**src/rtl/biriscv_issue_sched.sv**
```systemverilog
// Dual-issue scheduler: hazard checks, long-latency register scoreboard,
// divider/LSU structural limits and CSR/fence serialisation.
module biriscv_issue_sched #(
  parameter int unsigned SUPPORT_DUAL_ISSUE = 1,
  parameter int unsigned MUL_LATENCY        = 2
) (
  input  logic       clk_i,
  input  logic       rst_i,
  input  logic       slot0_valid_i,
  input  logic       slot0_exec_i,
  input  logic       slot0_lsu_i,
  input  logic       slot0_branch_i,
  input  logic       slot0_mul_i,
  input  logic       slot0_div_i,
  input  logic       slot0_csr_i,
  input  logic       slot0_load_i,
  input  logic       slot0_rd_valid_i,
  input  logic [4:0] slot0_rd_i,
  input  logic [4:0] slot0_ra_i,
  input  logic [4:0] slot0_rb_i,
  input  logic       slot1_valid_i,
  input  logic       slot1_exec_i,
  input  logic       slot1_lsu_i,
  input  logic       slot1_branch_i,
  input  logic       slot1_mul_i,
  input  logic       slot1_div_i,
  input  logic       slot1_csr_i,
  input  logic       slot1_load_i,
  input  logic       slot1_rd_valid_i,
  input  logic [4:0] slot1_rd_i,
  input  logic [4:0] slot1_ra_i,
  input  logic [4:0] slot1_rb_i,
  input  logic       stall_i,
  input  logic       flush_i,
  input  logic       wb_load_valid_i,
  input  logic [4:0] wb_load_rd_i,
  input  logic       wb_div_valid_i,
  input  logic       csr_complete_i,
  output logic       issue0_o,
  output logic       issue1_o,
  output logic       div_busy_o,
  output logic       serial_o,
  output logic [31:0] scoreboard_o
);

  localparam int unsigned REG_W = 5;
  localparam int unsigned NREG  = 32;

  typedef enum logic [1:0] {
    ST_RUN    = 2'd0,
    ST_DRAIN  = 2'd1,
    ST_SERIAL = 2'd2
  } state_t;

  state_t            state_q, state_d;
  logic [NREG-1:0]   sb_q, sb_d;
  logic              div_busy_q;
  logic [REG_W-1:0]  div_rd_q;
  logic              mul_v_q  [MUL_LATENCY];
  logic [REG_W-1:0]  mul_rd_q [MUL_LATENCY];

  logic              haz0, haz1, dep01, drained, state_ok, div_free, dual_en;
  logic              issue0_c, issue1_c;
  logic              mul_push;
  logic [REG_W-1:0]  mul_push_rd;
  logic [NREG-1:0]   sb_set, sb_clr;
  logic              unused_exec;

  // Execute-class flags carry no scheduling constraint of their own
  assign unused_exec = slot0_exec_i ^ slot1_exec_i;

  // Source or destination register still awaiting a long-latency result
  function automatic logic hazard(input logic [NREG-1:0] sb,
                                  input logic [REG_W-1:0] ra,
                                  input logic [REG_W-1:0] rb,
                                  input logic [REG_W-1:0] rd,
                                  input logic rd_v);
    return sb[ra] | sb[rb] | (rd_v & sb[rd]);
  endfunction

  // Issue decision, next FSM state and scoreboard update
  always_comb begin
    state_d     = state_q;
    sb_set      = '0;
    sb_clr      = '0;
    dual_en     = (SUPPORT_DUAL_ISSUE != 0);
    haz0        = hazard(sb_q, slot0_ra_i, slot0_rb_i, slot0_rd_i, slot0_rd_valid_i);
    haz1        = hazard(sb_q, slot1_ra_i, slot1_rb_i, slot1_rd_i, slot1_rd_valid_i);
    drained     = (sb_q == '0) && !div_busy_q;
    state_ok    = (state_q == ST_RUN) || ((state_q == ST_DRAIN) && drained);
    // A completing divide frees the unit for a back-to-back divide
    div_free    = !div_busy_q || wb_div_valid_i;
    dep01       = slot0_rd_valid_i && (slot0_rd_i != '0) &&
                  ((slot1_ra_i == slot0_rd_i) || (slot1_rb_i == slot0_rd_i) ||
                   (slot1_rd_i == slot0_rd_i));

    issue0_c = !rst_i && state_ok && slot0_valid_i && !stall_i && !flush_i && !haz0 &&
               (!slot0_div_i || div_free) && (!slot0_csr_i || drained);
    issue1_c = dual_en && issue0_c && slot1_valid_i &&
               !(slot1_csr_i || slot1_div_i || slot1_mul_i) &&
               !(slot0_lsu_i && slot1_lsu_i) && !(slot0_branch_i && slot1_branch_i) &&
               !slot0_csr_i && !haz1 && !dep01;

    case (state_q)
      ST_RUN: begin
        if (issue0_c && slot0_csr_i)
          state_d = ST_SERIAL;
        else if (slot0_valid_i && slot0_csr_i && !flush_i && !drained)
          state_d = ST_DRAIN;
      end
      ST_DRAIN: begin
        if (issue0_c && slot0_csr_i)
          state_d = ST_SERIAL;
        else if (drained)
          state_d = ST_RUN;
      end
      ST_SERIAL: begin
        if (csr_complete_i)
          state_d = ST_RUN;
      end
      default: state_d = ST_RUN;
    endcase

    mul_push    = issue0_c && slot0_mul_i && slot0_rd_valid_i && (slot0_rd_i != '0);
    mul_push_rd = slot0_rd_i;

    if (wb_load_valid_i)
      sb_clr[wb_load_rd_i] = 1'b1;
    if (wb_div_valid_i && div_busy_q)
      sb_clr[div_rd_q] = 1'b1;
    if (mul_v_q[MUL_LATENCY-1])
      sb_clr[mul_rd_q[MUL_LATENCY-1]] = 1'b1;

    if (issue0_c && slot0_rd_valid_i &&
        ((slot0_lsu_i && slot0_load_i) || slot0_mul_i || slot0_div_i))
      sb_set[slot0_rd_i] = 1'b1;
    if (issue1_c && slot1_rd_valid_i && slot1_lsu_i && slot1_load_i)
      sb_set[slot1_rd_i] = 1'b1;

    // Set wins over a same-cycle clear; x0 is never tracked
    sb_d = ((sb_q & ~sb_clr) | sb_set) & ~NREG'(1);
  end

  // FSM state and scoreboard registers
  always_ff @(posedge clk_i) begin
    if (rst_i) begin
      state_q <= ST_RUN;
      sb_q    <= '0;
    end else begin
      state_q <= state_d;
      sb_q    <= sb_d;
    end
  end

  // Single divider occupancy and its destination register
  always_ff @(posedge clk_i) begin
    if (rst_i) begin
      div_busy_q <= 1'b0;
      div_rd_q   <= '0;
    end else if (issue0_c && slot0_div_i) begin
      div_busy_q <= 1'b1;
      div_rd_q   <= slot0_rd_valid_i ? slot0_rd_i : REG_W'(0);
    end else if (wb_div_valid_i && div_busy_q) begin
      div_busy_q <= 1'b0;
    end
  end

  // Fixed-latency multiply tracker; the tail entry releases its register
  always_ff @(posedge clk_i) begin
    if (rst_i) begin
      for (int i = 0; i < int'(MUL_LATENCY); i++) begin
        mul_v_q[i]  <= 1'b0;
        mul_rd_q[i] <= '0;
      end
    end else begin
      mul_v_q[0]  <= mul_push;
      mul_rd_q[0] <= mul_push_rd;
      for (int i = 1; i < int'(MUL_LATENCY); i++) begin
        mul_v_q[i]  <= mul_v_q[i-1];
        mul_rd_q[i] <= mul_rd_q[i-1];
      end
    end
  end

  assign issue0_o     = issue0_c;
  assign issue1_o     = issue1_c;
  assign div_busy_o   = div_busy_q;
  assign serial_o     = (state_q == ST_SERIAL);
  assign scoreboard_o = sb_q;

endmodule

```
**config.mk**
```make
export PLATFORM = sky130hd
export DESIGN_NAME = biriscv_issue_sched
export DESIGN_NICKNAME = d
export VERILOG_FILES = /design/src/rtl/biriscv_issue_sched.sv
export SDC_FILE = /design/constraint.sdc
export NUM_CORES = 1
export LEC_CHECK = 0
export BUFFER_PORTS_ARGS = -buffer_cell sky130_fd_sc_hd__buf_2
export CAP_MARGIN = 20
export CORE_MARGIN = 3
export CORE_UTILIZATION = 60
export CTS_CLUSTER_SIZE = 8
export DETAILED_ROUTE_END_ITERATION = 8
export PLACE_DENSITY = 0.85
export SLEW_MARGIN = 20
export SYNTH_ARGS = -nofsm -noshare
export SYNTH_HDL_FRONTEND = slang
export SYNTH_SLANG_ARGS = --single-unit
```
**constraint.sdc**
```tcl
create_clock -name clk_i -period 5.9 [get_ports clk_i]
set_input_delay 0.59 -clock clk_i [delete_from_list [all_inputs] [get_ports clk_i]]
set_output_delay 0.59 -clock clk_i [all_outputs]
set_load 0.02 [all_outputs]
```
==> tab_implementation.tex, run 1 <==
\begin{tabular}{lr}
\hline
Metric & Value \\
\hline
\multicolumn{2}{l}{\textbf{Clock network}} \\
\quad Insertion delay to the later sink of the worst-skew pair & around 0.32 ns \\
\quad Number of levels in the clock H-tree & 2 \\
\quad Clock tree root buffer cell & sky130\_fd\_sc\_hd\_\_clkbuf\_8 \\
\quad Number of buffers created by CTS & 5 \\
\quad Number of hold-repair buffers added at the cts stage & 0 \\
\quad CTS max path bufs & 2 \\
\quad Clock transition at the registers of the reported paths & approximately 0.1 ns \\
\quad Sink Count & 51 \\
\quad Post-CTS Setup Repair Bufs & 0 \\
\quad CTS tree & yes \\
\quad Post-CTS Resized & 0 \\
\multicolumn{2}{l}{\textbf{Setup path}} \\
\quad Slowest-stage cell, CP & sky130\_fd\_sc\_hd\_\_a211oi\_4 \\
\quad Largest fanout on the critical path & 32 \\
\quad Setup crit end kind & output pin \\
\quad Critical path buffers and inverters & 3 \\
\quad Worst reg2reg startpoint & scoreboard\_o[27] \\
\quad Setup slack, reg-to-reg & approximately 2.2 ns \\
\quad Cell repeated most along the worst path & sky130\_fd\_sc\_hd\_\_buf\_2 \\
\quad Required @ worst endpoint & roughly 5.3 ns \\
\quad Worst reg2reg path endpoint & scoreboard\_o[28] \\
\quad Arrival time of the worst setup path & about 3.9 ns \\
\quad Family with the most delay on the worst path & compound AO/OA/AOI/OAI gates \\
\quad Crit start category & input port \\
\quad Worst Reg-to-Reg Cells & 7 \\
\quad Longest individual stage delay on the worst path & around 0.51 ns \\
\quad Cell-by-cell trace of the critical path & buf\_2 > mux2\_2 > and3\_1 > a2111oi\_0 > o211ai\_1 > a211oi\_4 > nand4\_4 > inv\_1 > buf\_2 \\
\quad Category of the critical setup timing path & input port to output pin \\
\multicolumn{2}{l}{\textbf{Logic synthesis}} \\
\quad Share of synthesized area occupied by flip-flops and latches & 20.05\% \\
\quad Library cell occupying the most area in the post-synthesis netlist & sky130\_fd\_sc\_hd\_\_dfxtp\_1 \\
\quad Main area contributors after synthesis & sky130\_fd\_sc\_hd\_\_dfxtp\_1 (20\%), sky130\_fd\_sc\_hd\_\_mux4\_2 (13\%), sky130\_fd\_sc\_hd\_\_mux2i\_1 (5.9\%) \\
\quad Post-synth top flop & sky130\_fd\_sc\_hd\_\_dfxtp\_1 \\
\quad Synthesized cell area & 5091 µm² \\
\quad Number of nets in the synthesized netlist & $\sim$630 \\
\quad Number of library cell types mapped by synthesis & 65 \\
\quad Synthesis warning total & 0 \\
\quad Asr flop ratio synth & 0\% \\
\quad Gate count of the mapped netlist & 572 \\
\quad Area share of the leading cell type in the synthesized netlist & 20.05\% \\
\quad Average size of a mapped cell & about 9 µm² \\
\quad Number of enable flip-flop cells after synthesis & 0 \\
\quad Number of synthesized register bits & 51 \\
\multicolumn{2}{l}{\textbf{Placement}} \\
\quad Routability congestion estimate from global placement & approximately 0.99 \\
\quad Setup Slack @ Placement & 1.425 ns \\
\quad Post-detailed-placement half-perimeter wirelength & about 13 mm \\
\quad Count of buffers inserted at the top-level ports & between 90 and 100 \\
\quad Count of placed standard cells including taps & about 720 \\
\multicolumn{2}{l}{\textbf{Finish}} \\
\quad Core Util, Final & about two thirds \\
\quad Share of final-layout standard cells stronger than drive strength 1 & roughly a quarter \\
\quad Antenna diode count & 0 \\
\quad Final Net Count & roughly 680 \\
\quad Final Non-Filler Cells & slightly above 700 \\
\quad Area of the multi-input gates & 3595 µm² \\
\quad Seq. cell area & about 1000 µm² \\
\quad Area added between synthesis and finish & 7.275\% \\
\quad Fill cell count & 666 \\
\multicolumn{2}{l}{\textbf{Outcome}} \\
\quad Run status & finished clean \\
\multicolumn{2}{l}{\textbf{Drt}} \\
\quad Via count & 5589 \\
\quad Residual antenna-violating net count after detailed routing & 0 \\
\quad Average wire per standard cell & between 20 and 30 µm \\
\quad Vias per inst & 7.698 \\
\quad Pre-Repair DR Iteration Count & 6 \\
\quad Post-route DRC & 0 \\
\quad Detailed Route Iter0 Violations & $\sim$700 \\
\quad Routed wire length & 19.06 mm \\
\multicolumn{2}{l}{\textbf{STA}} \\
\quad Setup skew after layout & 0.01007 ns \\
\quad Final Slew Violations & 0 \\
\quad Fin. Hold Viols & 0 \\
\quad Endpoints failing setup & 0 \\
\quad Period utilization & approximately 76\% \\
\quad Max Clock Freq & 222.7 MHz \\
\quad Max-Slew Margin vs Limit & a little over a fifth \\
\quad Setup repair after global routing missed its margin & false \\
\quad Setup TNS Final & 0 ns \\
\quad Crit path time final & approximately 4.5 ns \\
\quad Pin slew with the least headroom to its limit & between 1 and 1.5 ns \\
\quad Setup slack after layout & $\sim$1.4 ns \\
\multicolumn{2}{l}{\textbf{Power}} \\
\quad Clock group share of total power & a little under a third \\
\quad Net load switching power & around 230 µW \\
\quad Peak supply drop & between 0.00009 and 0.0001 V \\
\quad Fraction of power spent switching nets & roughly a third \\
\quad Total internal power & between 400 and 500 µW \\
\quad Power per Cell Area & about 130 nW/µm² \\
\quad Sequential power share & 49.2\% \\
\quad Leakage power total & about 0.0019 µW \\
\quad Combinational fraction of design power & between 20\% and 30\% \\
\multicolumn{2}{l}{\textbf{Min path}} \\
\quad Min-Delay Startpoint & mul\_rd\_q[0][2] \\
\quad Worst min-delay path category & flip-flop to flip-flop \\
\quad Worst Hold Endpoint & mul\_rd\_q[0][7] \\
\quad Hold Path Stages & 1 \\
\multicolumn{2}{l}{\textbf{Floorplanning}} \\
\quad Ports & 96 \\
\quad Chip Height & around 100 µm \\
\quad Row cnt & 32 \\
\quad Core area & 7968 µm² \\
\quad Full die area & 9627 µm² \\
\quad Die boundary width & 98.12 µm \\
\quad Initial core utilization & 63.90\% \\
\multicolumn{2}{l}{\textbf{Run}} \\
\quad Max-cap violations & 0 \\
\multicolumn{2}{l}{\textbf{Global route}} \\
\quad Met2 demand-to-capacity share in global routing & approximately three fifths \\
\quad GR Util All Layers & approximately 39\% \\
\quad Wire length of the first global-routing pass & slightly below 30 mm \\
\quad Global route hottest layer & met2 \\
\quad Largest net degree at the start of global routing & 55 \\
\quad Met1 usage & between 40\% and 50\% \\
\quad Overflow left after global routing & 0 \\
\quad Antenna violations before repair & 0 \\
\quad Global routing usage on met3 & 9.429\% \\
\quad Vias in the first global route & 5423 \\
\hline
\end{tabular}
==> per-layer routing <==
metal / part of all wire [%] / wire (µm)
met3: 13 / 2533
met4: 6.5 / 1237
met5: 0 / 0
met2: 45 / 8600
met1: 35 / 6688
==> placed cells by master (no fill, tap or decap), types with 6 or more instances in the layout <==
| cell | synthesis | routed |
|---|---|---|
| sky130_fd_sc_hd__nand2_1 | 28 | 28 |
| sky130_fd_sc_hd__nand2b_1 | 8 | 8 |
| sky130_fd_sc_hd__nor2_1 | 20 | 20 |
| sky130_fd_sc_hd__inv_1 | 41 | 41 |
| sky130_fd_sc_hd__or3b_2 | 6 | 6 |
| sky130_fd_sc_hd__nor4_1 | 14 | 14 |
| sky130_fd_sc_hd__xnor2_1 | 6 | 6 |
| sky130_fd_sc_hd__a21oi_1 | 37 | 37 |
| sky130_fd_sc_hd__nor3_1 | 9 | 9 |
| sky130_fd_sc_hd__o31ai_1 | 25 | 25 |
| sky130_fd_sc_hd__nor2b_1 | 15 | 15 |
| sky130_fd_sc_hd__nand3_1 | 13 | 13 |
| sky130_fd_sc_hd__mux2i_1 | 30 | 30 |
| sky130_fd_sc_hd__buf_2 | 4 | 92 |
| sky130_fd_sc_hd__dfxtp_1 | 51 | 51 |
| sky130_fd_sc_hd__a2111oi_0 | 34 | 34 |
| sky130_fd_sc_hd__mux4_2 | 30 | 30 |
| sky130_fd_sc_hd__o22ai_1 | 35 | 35 |
| sky130_fd_sc_hd__nand3b_1 | 15 | 15 |
| sky130_fd_sc_hd__nor3b_1 | 14 | 14 |
| sky130_fd_sc_hd__xor2_1 | 9 | 9 |
==> cells in the mapped netlist (all sizes together) (6+ instances only) <==
cell,number
o31ai,25
nor4,17
dfxtp,51
a2111oi,35
o41ai,7
o22ai,35
nand2b,8
inv,41
nand4,6
nor3b,14
or3b,6
nand3b,15
xor2,9
mux4,33
a21oi,37
nor3,9
xnor2,6
nand2,28
nor2b,15
buf,28
nand3,13
mux2i,30
clkbuf,19
nor2,20
==> power groups by stage <==
| stage | clock network, µW | logic, µW | registers (µW) |
|---|---|---|---|
| 2_1_floorplan | 0 | 108 | 358 |
| 3_3_place_gp | 0 | 136 | 359 |
| 3_5_place_dp | 0 | 141 | 359 |
| 4_1_cts | 218 | 141 | 351 |
| 5_1_grt | 233 | 155 | 352 |
| 6_report | 219 | 144 | 351 |
==> layout make-up <==
type	count	area share [%]
multi-input combinational	431	65.82
sequential	51	18.69
clock inverter	3	0.5040
tap	102	2.337
inverter	41	2.818
clock buffer	5	1.260
timing repair buffer	93	8.568
==> state kept, by name (all words and copies together) (netlist names) <==
| register | count |
|---|---|
| state_q | 2 |
| mul_v_q | 2 |
| mul_rd_q | 10 |
| div_rd_q | 5 |
| scoreboard_o | 31 |
| div_busy_o | 1 |
==> worst reg2reg max path, cell delays in order (launching register included) <==
cell,delay (ns)
sky130_fd_sc_hd__dfxtp_1,0.51
sky130_fd_sc_hd__mux4_1,0.58
sky130_fd_sc_hd__and4_1,0.21
sky130_fd_sc_hd__nor3_1,0.56
sky130_fd_sc_hd__nand2_1,0.29
sky130_fd_sc_hd__a211oi_4,0.38
sky130_fd_sc_hd__nand4_4,0.48
sky130_fd_sc_hd__o41ai_1,0.52
==> per-stage QoR <==
stage | instance area, µm² | total power [µW] | hold slack (ns)
global route | 5461 | 740.0 | 0.4626
detailed placement | 5365 | 499.8 | 0.4237
CTS | 5461 | 710.4 | 0.4501
global placement | 5365 | 495.0 | 0.4170
finish | 5461 | 714.2 | 0.4456
floorplan | 5091 | 465.5 | 0.4138
==> worst max-delay path by stage <==
stage | endpoint | startpoint | cells past startpoint | slack, ns
6_report | issue1_o | slot0_rd_i[1] | 9 | 1.41
5_1_grt | issue1_o | slot0_rd_i[1] | 9 | 1.23
4_1_cts | issue1_o | slot0_rd_i[1] | 9 | 1.42
3_5_place_dp | issue1_o | slot0_rd_i[1] | 9 | 1.43
3_3_place_gp | issue1_o | slot0_rd_i[1] | 9 | 1.47
2_1_floorplan | issue1_o | slot0_rd_i[1] | 10 | 2.28
==> cells by family after synthesis <==
family	after synthesis	share of synthesized area [%]
multiplexers	64	20.94
flip-flops	51	20.05
AO/OA/AOI/OAI	169	24.77
buffers and inverters	90	9.339
XOR/XNOR	15	2.581
AND/OR/NAND/NOR	182	22.24
other	1	0.07366
Power figures use the tool's default switching activity.
==> run 2: changes to the inputs <==
--- a/config.mk
+++ b/config.mk
@@ -8,10 +8,10 @@
 export BUFFER_PORTS_ARGS = -buffer_cell sky130_fd_sc_hd__buf_2
 export CAP_MARGIN = 20
 export CORE_MARGIN = 3
-export CORE_UTILIZATION = 60
+export CORE_UTILIZATION = 57
 export CTS_CLUSTER_SIZE = 8
 export DETAILED_ROUTE_END_ITERATION = 8
-export PLACE_DENSITY = 0.85
+export PLACE_DENSITY = 0.82
 export SLEW_MARGIN = 20
 export SYNTH_ARGS = -nofsm -noshare
 export SYNTH_HDL_FRONTEND = slang
==> constraint.sdc (replaced) <==
create_clock -name clk_i -period 4.45 [get_ports clk_i]
set_input_delay 0.445 -clock clk_i [delete_from_list [all_inputs] [get_ports clk_i]]
set_output_delay 0.445 -clock clk_i [all_outputs]
set_load 0.02 [all_outputs]
==> tab_implementation.tex, run 2 (synthesized netlist as in run 1, its figures left out) <==
\begin{tabular}{lr}
\hline
Metric & Value \\
\hline
\multicolumn{2}{l}{\textbf{Outcome}} \\
\quad Run status & finished clean \\
\multicolumn{2}{l}{\textbf{Clock network}} \\
\quad CTS tree & yes \\
\quad Number of levels in the clock H-tree & 2 \\
\quad Sink Count & a little over 50 \\
\quad Insertion delay to the later sink of the worst-skew pair & 0.32 ns \\
\quad Clock transition at the registers of the reported paths & 0.11 ns \\
\quad Post-CTS Resized & 0 \\
\quad Clock tree root buffer cell & sky130\_fd\_sc\_hd\_\_clkbuf\_8 \\
\quad Number of hold-repair buffers added at the cts stage & 0 \\
\quad Number of buffers created by CTS & 5 \\
\quad CTS max path bufs & 2 \\
\quad Post-CTS Setup Repair Bufs & 0 \\
\multicolumn{2}{l}{\textbf{Setup path}} \\
\quad Required @ worst endpoint & 4.01 ns \\
\quad Setup slack, reg-to-reg & $\sim$0.8 ns \\
\quad Category of the critical setup timing path & flip-flop to output pin \\
\quad Worst Reg-to-Reg Cells & 8 \\
\quad Arrival time of the worst setup path & about 3.4 ns \\
\quad Setup crit end kind & output pin \\
\quad Worst reg2reg startpoint & scoreboard\_o[27] \\
\quad Crit start category & flip-flop \\
\quad Largest fanout on the critical path & 18 \\
\quad Worst reg2reg path endpoint & scoreboard\_o[28] \\
\multicolumn{2}{l}{\textbf{Finish}} \\
\quad Final Net Count & 685 \\
\quad Antenna diode count & 0 \\
\quad Max reg flops & 31 \\
\quad Area added between synthesis and finish & 7.668\% \\
\quad Commonest non-fill, non-tap cell in the layout & sky130\_fd\_sc\_hd\_\_buf\_2 \\
\quad Share of final-layout standard cells stronger than drive strength 1 & roughly 25\% \\
\quad Most frequent cells in the layout & sky130\_fd\_sc\_hd\_\_buf\_2 (92), sky130\_fd\_sc\_hd\_\_dfxtp\_1 (51), sky130\_fd\_sc\_hd\_\_inv\_1 (41) \\
\quad Summed area of non-filler cells in the final layout & between 5000 and 6000 µm² \\
\multicolumn{2}{l}{\textbf{Min path}} \\
\quad Min-Delay Startpoint & slot0\_mul\_i \\
\quad Worst Hold Endpoint & mul\_v\_q[0][0] \\
\quad Worst min-delay path category & input port to flip-flop \\
\quad Hold Path Stages & 3 \\
\multicolumn{2}{l}{\textbf{Power}} \\
\quad Leakage power total & 0.001925 µW \\
\quad Peak supply drop & around 0.00020 V \\
\quad Power per Cell Area & approximately 170 nW/µm² \\
\multicolumn{2}{l}{\textbf{Floorplanning}} \\
\quad Chip Height & 100.5 µm \\
\quad Die boundary width & between 100 and 150 µm \\
\quad Initial core utilization & 60.44\% \\
\quad Ports & 96 \\
\quad Full die area & around 10000 µm² \\
\quad Core area & approximately 8400 µm² \\
\quad Row cnt & 33 \\
\multicolumn{2}{l}{\textbf{Placement}} \\
\quad Post-detailed-placement cell area & around 5400 µm² \\
\quad Post-detailed-placement half-perimeter wirelength & 13.23 mm \\
\quad Routability congestion estimate from global placement & between 0.9 and 1 \\
\quad Count of buffers inserted at the top-level ports & between 90 and 100 \\
\multicolumn{2}{l}{\textbf{STA}} \\
\quad Setup repair after global routing missed its margin & false \\
\quad Setup TNS Final & 0 ns \\
\quad Period utilization & between 80 and 90\% \\
\quad Fin. Hold Viols & 0 \\
\quad Max-Slew Margin vs Limit & between 20\% and 30\% \\
\quad Setup skew after layout & between 0.01 and 0.015 ns \\
\quad Endpoints failing setup & 0 \\
\quad Final Slew Violations & 0 \\
\quad Crit path time final & roughly 3.9 ns \\
\quad Pin slew with the least headroom to its limit & about 1.1 ns \\
\quad Max Clock Freq & approximately 260 MHz \\
\multicolumn{2}{l}{\textbf{Drt}} \\
\quad Via count & 5479 \\
\quad Routed wire length & around 19 mm \\
\quad Vias per inst & 7.495 \\
\quad Average wire per standard cell & between 20 and 30 µm \\
\quad Post-route DRC & 0 \\
\quad Residual antenna-violating net count after detailed routing & 0 \\
\quad Detailed Route Iter0 Violations & 731 \\
\quad Pre-Repair DR Iteration Count & 6 \\
\multicolumn{2}{l}{\textbf{Global route}} \\
\quad Largest net degree at the start of global routing & 55 \\
\quad GR Util All Layers & between 30\% and 40\% \\
\quad Wire length of the first global-routing pass & 28.18 mm \\
\quad Antenna violations before repair & 0 \\
\quad Vias in the first global route & 5202 \\
\quad Overflow left after global routing & 0 \\
\multicolumn{2}{l}{\textbf{Run}} \\
\quad Max-cap violations & 0 \\
\hline
\end{tabular}
==> run 2: cell types whose count changed in the layout (fill, tap and decap cells not counted), sizes merged <==
cell      before  now
buf           93   95
clkinvlp       1    0
clkinv         1    2
==> run 2: critical path, cell delays in order, from the launching register on <==
cell and delay (ns):
sky130_fd_sc_hd__dfxtp_1 0.46, sky130_fd_sc_hd__mux4_1 0.56, sky130_fd_sc_hd__and4_1 0.24, sky130_fd_sc_hd__nor3_1 0.56, sky130_fd_sc_hd__nand2_1 0.27, sky130_fd_sc_hd__a211oi_4 0.39
sky130_fd_sc_hd__nand4_4 0.34, sky130_fd_sc_hd__inv_1 0.12, sky130_fd_sc_hd__buf_2 0.17
==> run 2: worst max-delay path by stage <==
stage | startpoint | endpoint | slack (ns) | cells past startpoint
finish | scoreboard_o[27] | issue1_o | 0.57 | 8
global route | scoreboard_o[29] | issue1_o | 0.50 | 8
CTS | scoreboard_o[27] | issue1_o | 0.68 | 8
detailed placement | slot0_rd_i[1] | scoreboard_o[28] | 0.78 | 10
global placement | slot0_rd_i[1] | issue1_o | 0.86 | 10
floorplan | slot0_rd_i[1] | issue1_o | 1.12 | 10
==> run 2: report_power, final <==
group	switching [µW]	internal [µW]	total, µW
logic	119	72.0	191
clock network	181	117	298
registers	4.64	461	466
total	305	650	955
==> run 2: metal layers <==
metal  up-vias  track usage (%)  part of all wire, %  wire length, µm
li1       2371                -                    -                -
met1      2566            46.06                   36             6752
met3       113            7.889                   13             2461
met4         0            22.28                  7.5             1410
met2       429            57.03                   44             8283
met5         -                0                    0                0
==> run 2: through the flow <==
| stage | total power, µW | instances | setup slack, ns | hold slack [ns] | utilization [%] |
|---|---|---|---|---|---|
| floorplan | 617.1 | 572 | 1.122 | 0.4138 | - |
| finish | 954.8 | 731 | 0.5721 | 0.3717 | 65.08 |
| global placement | 656.9 | 723 | 0.8627 | 0.4163 | 63.92 |
| CTS | 946.4 | 731 | 0.6789 | 0.3763 | 65.08 |
| global route | 985.0 | 731 | 0.5003 | 0.4129 | 65.08 |
| detailed placement | 663.0 | 723 | 0.7809 | 0.4220 | 63.92 |
==> run 2: cell type report <==
class	count	area (µm²)
Multi-Input combinational cell	431	3595
Clock buffer	5	68.82
Clock inverter	3	28.78
Inverter	41	153.9
Sequential cell	51	1021
Timing Repair Buffer	95	483.0
Tap cell	105	131.4
Fill cell	712	2942
